File: src/rtl/rnn_mem_pkg.sv
// Shared constants and types for the RNN memory-port arbiter:
// msel code map, owner tags and bus widths.
package rnn_mem_pkg;

  localparam int ADDR_W = 17;
  localparam int DATA_W = 20;
  localparam int SEL_W  = 3;

  localparam logic [SEL_W-1:0] SEL_W_HH = 3'b000;
  localparam logic [SEL_W-1:0] SEL_B    = 3'b001;
  localparam logic [SEL_W-1:0] SEL_W_IH = 3'b010;
  localparam logic [SEL_W-1:0] SEL_X    = 3'b011;
  localparam logic [SEL_W-1:0] SEL_IDLE = 3'b100;
  localparam logic [SEL_W-1:0] SEL_WR   = 3'b101;

  typedef enum logic {
    OWN_CORE = 1'b0,
    OWN_HOST = 1'b1
  } owner_e;

  typedef struct packed {
    logic   valid;
    owner_e owner;
  } rd_tag_t;

  // Codes 110 and 111 have no bank behind them.
  function automatic logic sel_is_illegal(input logic [SEL_W-1:0] sel);
    return (sel[2:1] == 2'b11);
  endfunction

endpackage

File: src/rtl/rnn_mem_arbiter_if.sv
// Requester and memory-side signals of the RNN memory arbiter.
// slave = arbiter view, master = requesters plus memory macro.
interface rnn_mem_arbiter_if;
  import rnn_mem_pkg::*;

  logic              core_req;
  logic              core_lock;
  logic [SEL_W-1:0]  core_sel;
  logic [ADDR_W-1:0] core_addr;
  logic [DATA_W-1:0] core_wdata;
  logic              core_gnt;
  logic              core_rvalid;

  logic              host_req;
  logic [SEL_W-1:0]  host_sel;
  logic [ADDR_W-1:0] host_addr;
  logic [DATA_W-1:0] host_wdata;
  logic              host_gnt;
  logic              host_rvalid;
  logic              host_err;

  logic [DATA_W-1:0] rdata;
  logic              mce;
  logic [SEL_W-1:0]  msel;
  logic [ADDR_W-1:0] maddr;
  logic [DATA_W-1:0] mdata_w;
  logic [DATA_W-1:0] mdata_r;

  modport slave (
    input  core_req, core_lock, core_sel, core_addr, core_wdata,
    input  host_req, host_sel, host_addr, host_wdata, mdata_r,
    output core_gnt, core_rvalid, host_gnt, host_rvalid, host_err,
    output rdata, mce, msel, maddr, mdata_w
  );

  modport master (
    output core_req, core_lock, core_sel, core_addr, core_wdata,
    output host_req, host_sel, host_addr, host_wdata, mdata_r,
    input  core_gnt, core_rvalid, host_gnt, host_rvalid, host_err,
    input  rdata, mce, msel, maddr, mdata_w
  );

endinterface

File: src/rtl/rnn_rd_tag_pipe.sv
// Delay line of {valid, owner} tags matching the memory read latency.
module rnn_rd_tag_pipe
  import rnn_mem_pkg::*;
#(
  parameter int DEPTH = 1
) (
  input  logic    clk,
  input  logic    reset,
  input  rd_tag_t i_tag,
  output rd_tag_t o_tag
);

  rd_tag_t r_pipe [DEPTH];

  // Shift tags one stage per cycle; reset drops everything in flight.
  always_ff @(posedge clk or negedge reset) begin
    if (!reset) begin
      for (int i = 0; i < DEPTH; i++) begin
        r_pipe[i] <= '0;
      end
    end else begin
      r_pipe[0] <= i_tag;
      for (int i = 1; i < DEPTH; i++) begin
        r_pipe[i] <= r_pipe[i-1];
      end
    end
  end

  assign o_tag = r_pipe[DEPTH-1];

endmodule

File: src/rtl/rnn_mem_arbiter.sv
// Two-port arbiter for the banked RNN memory: core has fixed priority,
// the host loader is protected by a starvation counter.
module rnn_mem_arbiter
  import rnn_mem_pkg::*;
#(
  parameter int               RD_LAT       = 1,
  parameter int               STARVE_LIMIT = 16,
  parameter logic [SEL_W-1:0] WR_SEL       = SEL_WR,
  parameter logic [SEL_W-1:0] IDLE_SEL     = SEL_IDLE
) (
  input logic               clk,
  input logic               reset,
  rnn_mem_arbiter_if.slave  bus
);

  localparam logic [7:0] WAIT_MAX = 8'(STARVE_LIMIT);

  logic              w_core_gnt;
  logic              w_host_gnt;
  logic              w_host_bad;
  logic [7:0]        r_wait;
  logic              r_mce;
  logic [SEL_W-1:0]  r_msel;
  logic [ADDR_W-1:0] r_maddr;
  logic [DATA_W-1:0] r_mdata_w;
  logic              r_host_err;
  owner_e            r_owner;
  rd_tag_t           w_push;
  rd_tag_t           w_pop;

  // A held lock beats the starvation override; grants are suppressed in reset.
  always_comb begin
    w_core_gnt = 1'b0;
    w_host_gnt = 1'b0;
    if (reset) begin
      if (bus.core_req && bus.core_lock) begin
        w_core_gnt = 1'b1;
      end else if (bus.host_req && (r_wait == WAIT_MAX)) begin
        w_host_gnt = 1'b1;
      end else if (bus.core_req) begin
        w_core_gnt = 1'b1;
      end else if (bus.host_req) begin
        w_host_gnt = 1'b1;
      end else begin
        w_core_gnt = 1'b0;
        w_host_gnt = 1'b0;
      end
    end else begin
      w_core_gnt = 1'b0;
      w_host_gnt = 1'b0;
    end
  end

  assign w_host_bad = w_host_gnt && sel_is_illegal(bus.host_sel);

  // Host wait counter: saturates, cleared by a grant or a dropped request.
  always_ff @(posedge clk or negedge reset) begin
    if (!reset) begin
      r_wait <= 8'd0;
    end else if (!bus.host_req || w_host_gnt) begin
      r_wait <= 8'd0;
    end else if (r_wait != WAIT_MAX) begin
      r_wait <= r_wait + 8'd1;
    end else begin
      r_wait <= r_wait;
    end
  end

  // Memory pins: a rejected host request leaves the port idle, address/data held.
  always_ff @(posedge clk or negedge reset) begin
    if (!reset) begin
      r_mce      <= 1'b0;
      r_msel     <= IDLE_SEL;
      r_maddr    <= '0;
      r_mdata_w  <= '0;
      r_owner    <= OWN_CORE;
      r_host_err <= 1'b0;
    end else begin
      r_host_err <= w_host_bad;
      if (w_core_gnt) begin
        r_mce     <= 1'b1;
        r_msel    <= bus.core_sel;
        r_maddr   <= bus.core_addr;
        r_mdata_w <= bus.core_wdata;
        r_owner   <= OWN_CORE;
      end else if (w_host_gnt && !w_host_bad) begin
        r_mce     <= 1'b1;
        r_msel    <= bus.host_sel;
        r_maddr   <= bus.host_addr;
        r_mdata_w <= bus.host_wdata;
        r_owner   <= OWN_HOST;
      end else begin
        r_mce     <= 1'b0;
        r_msel    <= IDLE_SEL;
        r_maddr   <= r_maddr;
        r_mdata_w <= r_mdata_w;
        r_owner   <= r_owner;
      end
    end
  end

  // The tag enters the pipe while the access is on the pins.
  assign w_push.valid = r_mce && (r_msel != WR_SEL) && !sel_is_illegal(r_msel);
  assign w_push.owner = r_owner;

  rnn_rd_tag_pipe #(
    .DEPTH (RD_LAT)
  ) u_tag_pipe (
    .clk   (clk),
    .reset (reset),
    .i_tag (w_push),
    .o_tag (w_pop)
  );

  assign bus.core_gnt    = w_core_gnt;
  assign bus.host_gnt    = w_host_gnt;
  assign bus.core_rvalid = w_pop.valid && (w_pop.owner == OWN_CORE);
  assign bus.host_rvalid = w_pop.valid && (w_pop.owner == OWN_HOST);
  assign bus.host_err    = r_host_err;
  assign bus.rdata       = bus.mdata_r;
  assign bus.mce         = r_mce;
  assign bus.msel        = r_msel;
  assign bus.maddr       = r_maddr;
  assign bus.mdata_w     = r_mdata_w;

endmodule

File: src/flat_wrapper.sv
// flat-port wrapper written by rule: the top's interface ports become plain ports
module rnn_mem_arbiter_flat import rnn_mem_pkg::*;
#(
  parameter int               RD_LAT       = 1,
  parameter int               STARVE_LIMIT = 16,
  parameter logic [SEL_W-1:0] WR_SEL       = SEL_WR,
  parameter logic [SEL_W-1:0] IDLE_SEL     = SEL_IDLE
)
  (clk, reset, bus_core_req, bus_core_lock, bus_core_sel, bus_core_addr, bus_core_wdata, bus_host_req, bus_host_sel, bus_host_addr, bus_host_wdata, bus_mdata_r, bus_core_gnt, bus_core_rvalid, bus_host_gnt, bus_host_rvalid, bus_host_err, bus_rdata, bus_mce, bus_msel, bus_maddr, bus_mdata_w);
  rnn_mem_arbiter_if bus_i ();
  input logic clk;
  input logic reset;
  input wire logic [$bits(bus_i.core_req)-1:0] bus_core_req;
  input wire logic [$bits(bus_i.core_lock)-1:0] bus_core_lock;
  input wire logic [$bits(bus_i.core_sel)-1:0] bus_core_sel;
  input wire logic [$bits(bus_i.core_addr)-1:0] bus_core_addr;
  input wire logic [$bits(bus_i.core_wdata)-1:0] bus_core_wdata;
  input wire logic [$bits(bus_i.host_req)-1:0] bus_host_req;
  input wire logic [$bits(bus_i.host_sel)-1:0] bus_host_sel;
  input wire logic [$bits(bus_i.host_addr)-1:0] bus_host_addr;
  input wire logic [$bits(bus_i.host_wdata)-1:0] bus_host_wdata;
  input wire logic [$bits(bus_i.mdata_r)-1:0] bus_mdata_r;
  output wire logic [$bits(bus_i.core_gnt)-1:0] bus_core_gnt;
  output wire logic [$bits(bus_i.core_rvalid)-1:0] bus_core_rvalid;
  output wire logic [$bits(bus_i.host_gnt)-1:0] bus_host_gnt;
  output wire logic [$bits(bus_i.host_rvalid)-1:0] bus_host_rvalid;
  output wire logic [$bits(bus_i.host_err)-1:0] bus_host_err;
  output wire logic [$bits(bus_i.rdata)-1:0] bus_rdata;
  output wire logic [$bits(bus_i.mce)-1:0] bus_mce;
  output wire logic [$bits(bus_i.msel)-1:0] bus_msel;
  output wire logic [$bits(bus_i.maddr)-1:0] bus_maddr;
  output wire logic [$bits(bus_i.mdata_w)-1:0] bus_mdata_w;
  assign bus_i.core_req = bus_core_req;
  assign bus_i.core_lock = bus_core_lock;
  assign bus_i.core_sel = bus_core_sel;
  assign bus_i.core_addr = bus_core_addr;
  assign bus_i.core_wdata = bus_core_wdata;
  assign bus_i.host_req = bus_host_req;
  assign bus_i.host_sel = bus_host_sel;
  assign bus_i.host_addr = bus_host_addr;
  assign bus_i.host_wdata = bus_host_wdata;
  assign bus_i.mdata_r = bus_mdata_r;
  assign bus_core_gnt = bus_i.core_gnt;
  assign bus_core_rvalid = bus_i.core_rvalid;
  assign bus_host_gnt = bus_i.host_gnt;
  assign bus_host_rvalid = bus_i.host_rvalid;
  assign bus_host_err = bus_i.host_err;
  assign bus_rdata = bus_i.rdata;
  assign bus_mce = bus_i.mce;
  assign bus_msel = bus_i.msel;
  assign bus_maddr = bus_i.maddr;
  assign bus_mdata_w = bus_i.mdata_w;
  rnn_mem_arbiter #(.RD_LAT(RD_LAT), .STARVE_LIMIT(STARVE_LIMIT), .WR_SEL(WR_SEL), .IDLE_SEL(IDLE_SEL)) u_core (.clk(clk), .reset(reset), .bus(bus_i));
endmodule
File: config.mk
export PLATFORM = sky130hd
export DESIGN_NAME = rnn_mem_arbiter_flat
export DESIGN_NICKNAME = d
export VERILOG_FILES = /design/src/rtl/rnn_mem_pkg.sv /design/src/rtl/rnn_mem_arbiter_if.sv /design/src/rtl/rnn_rd_tag_pipe.sv /design/src/rtl/rnn_mem_arbiter.sv /design/src/flat_wrapper.sv
export SDC_FILE = /design/constraint.sdc
export NUM_CORES = 1
export LEC_CHECK = 0
export CAP_MARGIN = 20
export CELL_PAD_IN_SITES_DETAIL_PLACEMENT = 1
export CELL_PAD_IN_SITES_GLOBAL_PLACEMENT = 1
export CORE_MARGIN = 2
export CORE_UTILIZATION = 28
export DETAILED_ROUTE_END_ITERATION = 8
export PLACE_DENSITY_LB_ADDON = 0.25
export SLEW_MARGIN = 10
export SYNTH_ARGS = -nofsm -noshare
export SYNTH_HDL_FRONTEND = slang
export SYNTH_SLANG_ARGS = --single-unit
File: constraint.sdc
create_clock -name clk -period 4.5 [get_ports clk]
set_input_delay 1.125 -clock clk [delete_from_list [all_inputs] [get_ports clk]]
set_output_delay 1.125 -clock clk [all_outputs]
set_load 0.05 [all_outputs]
After elaboration in Yosys (flattened, before gate mapping)
Cells that the tools add are included.

Flip-flop bits (word level): 53. Output and inout port bits: 66. Logic and storage cells: 51.

Add/sub/neg operators: 1. Eq/ne operators: 5. Mux-type cells: 21. Bitwise operators: 1. Reductions and logical operators: 14.

Operator list (count): 20-bit 2-to-1 mux (2); 17-bit 2-to-1 mux (2); 8-bit 2-to-1 mux (2); 1-bit 2-to-1 mux (13); 8-bit by 1-bit adder with 8-bit output, second input constant (1); 8-bit by 5-bit == test with 1-bit output, second input constant (1); 1-bit logical AND (8); 8-bit by 5-bit != test with 1-bit output, second input constant (1); 3-bit 2-to-1 mux (2); 2-bit == test, second input constant (2); 2-bit nonzero test (2); 1-bit logical NOT (3); 3-bit != test, second input constant (1); 1-bit logical OR (1); 1-bit inverter (1).

Longest topological paths before layout
Word-level depth: 10. Mapped depth: 9.

Hierarchy
Synthesis repeated with hierarchy kept, for this count alone.

Cells, all modules: 312. Area, all modules: 2832.7 sq um.

Modules (own cells, without submodules): rnn_mem_arbiter (times used 1, cells each 310, area each 2782.7 sq um); rnn_rd_tag_pipe (times used 1, cells each 2, area each 50.0 sq um).

Worst setup path before layout
No wires, ideal clock.

Path kind: in2out. Start: in bus_core_lock. End: out bus_host_gnt. Data arrival time: 2.491 ns. Required time: 3.375 ns. Path slack: 0.884 ns. Stages on the path: 4. Buffers on the path: 1. Cells stage by stage: nor4b_2 a21oi_1 clkbuf_1 nor2_1.

Cells in the longest elaborated chain, start to end: 3.

RTL lines: start, declared (line flat_wrapper.sv:14) `input wire logic [$bits(bus_i.core_lock)-1:0] bus_core_lock;`; 1-bit logical AND (line rnn_mem_arbiter.sv:36) `if (bus.core_req && bus.core_lock) begin`; 1-bit 2-to-1 mux (line rnn_mem_arbiter.sv:36); 1-bit 2-to-1 mux (line rnn_mem_arbiter.sv:35) `if (reset) begin`; end, declared (line flat_wrapper.sv:25) `output wire logic [$bits(bus_i.host_gnt)-1:0] bus_host_gnt;`.

No other way between the ends.

Worst setup path after layout
Same ends and word-level chain as after synthesis.

==> load_flow_metrics.sql <==
INSERT INTO impl_metrics (metric_group, metric, value, unit) VALUES
('critical_path', 'arrival', '2.54', 'ns'),
('route', 'postRouteWirelength', '9.34', 'mm'),
('logic_synthesis', 'syn-mean-instance-area', '8.97', 'µm²'),
('global_route', 'globalRoute.totalOverflow', '0', ''),
('sta', 'final.period_utilization', '0.815', ''),
('clock_network', 'cts-root-buf', 'clkbuf_8', ''),
('logic_synthesis', 'synth_cell_type_count', '31', ''),
('die', 'number_of_top_level_pins', '171', ''),
('critical_path', 'crit_path_end_kind', 'output pin', ''),
('route', 'drtPass1Iterations', '4', ''),
('cells_and_area', 'nNetsFinal', '514', ''),
('sta', 'hold_violations', '0', ''),
('clock_network', 'cts_buffer_count', '5', ''),
('global_route', 'grt_pass1_wl', '14.4', 'mm'),
('placed_design', 'io_buffers', '130', ''),
('critical_path', 'worstPathRequired', '3.38', 'ns'),
('power', 'total_power', '1.43', 'mW'),
('hold_path', 'hold-path-cell-count', '0', ''),
('clock_network', 'cts.sink_count', '53', ''),
('cells_and_area', 'n_antenna_cell', '0', ''),
('sta', 'fmax', '273', 'MHz'),
('logic_synthesis', 'netlist_area', '2740', 'µm²'),
('clock_network', 'tritoncts', 'done', ''),
('power', 'vdd.ir_drop.worst', '0.135', 'mV'),
('sta', 'worst_slew_pin_slew', '0.582', 'ns'),
('global_route', 'grt_antenna_before_repair', '0', ''),
('cells_and_area', 'final.fill_count', '1149', ''),
('cells_and_area', 'fin_util', '0.430', ''),
('sta', 'final.setup_skew', '0.00793', 'ns'),
('run', 'drv_cap', '0', ''),
('logic_synthesis', 'synth.ff_latch_count', '53', ''),
('sta', 'unrepaired_setup_endpoints_after_global_routing', 'false', ''),
('power', 'leakage', '1.63', 'nW'),
('critical_path', 'worst_setup_path_start_kind', 'primary input', ''),
('sta', 'timing.slew.headroom', '0.609', ''),
('cells_and_area', 'final_cell_mix', '127 x clkdlybuf4s50_1, 52 x dfrtp_1, 46 x nor2_1', ''),
('die', 'fp.coreArea', '9640', 'µm²'),
('clock_network', 'path_clk_slew', '0.10', 'ns'),
('logic_synthesis', 'yosysWarningCount', '0', ''),
('sta', 'timing.final.crit_period', '3.67', 'ns'),
('global_route', 'via_count_of_the_first_global_routing_pass', '2812', ''),
('critical_path', 'critical_path.max_fanout', '4', ''),
('sta', 'timing.final.ws_setup', '0.833', 'ns'),
('clock_network', 'clock_insertion_delay_worst_skew', '0.30', 'ns'),
('global_route', 'grtUsageTotal', '0.176', ''),
('clock_network', 'holdBufCountCts', '0', ''),
('die', 'die_width', '103', 'µm'),
('sta', 'finalMaxSlewViolations', '0', ''),
('die', 'std_cell_rows', '36', ''),
('sta', 'setup_tns', '0', 'ns'),
('route', 'post_drt_wl_per_cell', '17.3', 'µm'),
('critical_path', 'timing_worst_setup_path_type', 'in -> out', ''),
('die', 'dieArea', '10600', 'µm²'),
('route', 'via_count', '2686', ''),
('cells_and_area', 'syn2layout_area_growth', '51.4', '%'),
('cells_and_area', 'post_layout_nonfiller_instances', '541', ''),
('power', 'power.density_cell_area', '345', 'nW/µm²'),
('logic_synthesis', 'synth_top_area_cell', 'dfrtp_1', ''),
('route', 'drc', '0', ''),
('global_route', 'maximum_number_of_pins_on_one_net_before_global_route_repair', '41', ''),
('placed_design', 'numPlacedInstances', '532', ''),
('status', 'outcome', 'finished clean', ''),
('route', 'drt_iter0_drc', '72', ''),
('cells_and_area', 'commonest_non_fill_non_tap_cell_in_the_layout', 'clkdlybuf4s50_1', ''),
('logic_synthesis', 'seq_area_frac_synth', '0.485', ''),
('clock_network', 'post-cts-setup-buffers', '0', ''),
('route', 'route.detailed.vias_per_inst', '4.96', ''),
('placed_design', 'detailed_placement_wirelength_estimate', '6.23', 'mm'),
('clock_network', 'max-clock-path-buffers', '2', ''),
('route', 'ant_nets', '0', ''),
('die', 'initial_core_util', '0.284', ''),
('die', 'floorplan.die.height', '103', 'µm'),
('placed_design', 'placement.setup.worst_slack', '0.851', 'ns'),
('hold_path', 'worstHoldPathType', 'reg -> reg', ''),
('logic_synthesis', 'synthTopCellsByArea', 'dfrtp_1 48%, a31oi_1 8.7%, a21oi_1 7.7%', ''),
('clock_network', 'htree_num_levels', '2', ''),
('placed_design', 'gp_congestion', '0.800', ''),
('clock_network', 'cts.repair.resized', '0', ''),
('logic_synthesis', 'synth.net_count', '412', ''),
('cells_and_area', 'fraction_of_final_layout_cells_sized_beyond_drive_strength_1', '0.0637', ''),
('logic_synthesis', 'synth_top_cell_area_share', '0.476', ''),
('logic_synthesis', 'synthesis.instances', '305', ''),
('sta', 'finalSetupViolCount', '0', ''),
('critical_path', 'ff2ff_path_depth', '7', '');
state kept, by name, indices dropped and copies added (netlist names):
signal,count
u_core.bus.mdata_w,20
u_core.bus.maddr,17
u_core.r_wait,8
u_core.bus.msel,3
u_core.u_tag_pipe.o_tag,2
u_core.bus.host_err,1
u_core.bus.mce,1
u_core.r_owner,1
critical path: stages:
cell and delay [ns]:
clkdlybuf4s50_1 0.42, nor4b_2 0.50, a21oi_4 0.11, nor2_1 0.22, buf_12 0.17
routing by layer:
| metal | GRT usage | vias up | part of all wire |
|---|---|---|---|
| li1 | - | 1259 | - |
| met3 | 0.0373 | 4 | 0.051 |
| met2 | 0.316 | 80 | 0.52 |
| met5 | 0 | - | 0 |
| met4 | 0.0334 | 0 | 0.0061 |
| met1 | 0.218 | 1343 | 0.42 |
per-stage QoR:
step	hold slack [ns]	cell area, µm²
final	0.395	4140
after detailed placement	0.369	4000
after global placement	0.363	4000
after global routing	0.406	4140
after floorplan	0.354	2740
after CTS	0.394	4120
where the power goes:
group	leakage, nW	total [mW]	switching (mW)	internal [mW]
clock	0.0543	0.329	0.162	0.167
sequential	0.631	0.563	0.0299	0.533
combinational	0.942	0.538	0.332	0.206
path summary, 6_finish.rpt:
| kind | slack [ns] | start | end |
|---|---|---|---|
| max | 0.83 | bus_core_lock | bus_host_gnt |
| min | 0.39 | u_core.r_owner | u_core.u_tag_pipe.o_tag[0] |
| max reg2reg | 2.14 | u_core.r_wait[0] | u_core.r_wait[6] |
| min reg2reg | 0.39 | u_core.r_owner | u_core.u_tag_pipe.o_tag[0] |
| max in group asynchronous | 3.29 | reset | u_core.bus.msel[2] |
| min in group asynchronous | 0.86 | reset | u_core.r_wait[3] |
synthesized netlist by cell type:
library cell	number
dfrtp_1	52
nor2_1	46
a21oi_1	42
o21ai_0	39
a31oi_1	38
buf_4	26
clkbuf_1	10
nand2_1	6
nand3_1	6
buf_2	5
xor2_1	5
inv_1	4
and3_1	3
a21o_1	2
and2_1	2
buf_6	2
ha_1	2
mux2i_1	2
a22o_1	1
a31o_2	1
dfstp_2	1
inv_2	1
nand2b_1	1
nor2b_1	1
nor3b_1	1
nor4b_2	1
nor4b_4	1
o21a_1	1
o21ai_1	1
or3b_1	1
xnor2_1	1
layout make-up:
class                           count  area [µm²]  share of cell area
Clock inverter                      3        46.3              0.0112
Clock buffer                        5        68.8              0.0166
Timing Repair Buffer              138        1380               0.334
Sequential cell                    53        1330               0.320
Multi-Input combinational cell    204        1130               0.273
Inverter                            5        18.8             0.00453
Tap cell                          133         166              0.0402
kinds of logic (layout without fill, tap and decap cells):
group	count (synthesis)	count (layout)	share of synthesized area
buf+inv	48	151	0.109
fa+ha+maj	2	2	0.00914
compound gates	125	125	0.251
xor+xnor	6	6	0.0192
simple gates	69	69	0.118
mux	2	2	0.00732
flops	53	53	0.485
No activity file was read; power rests on OpenSTA's default activity.
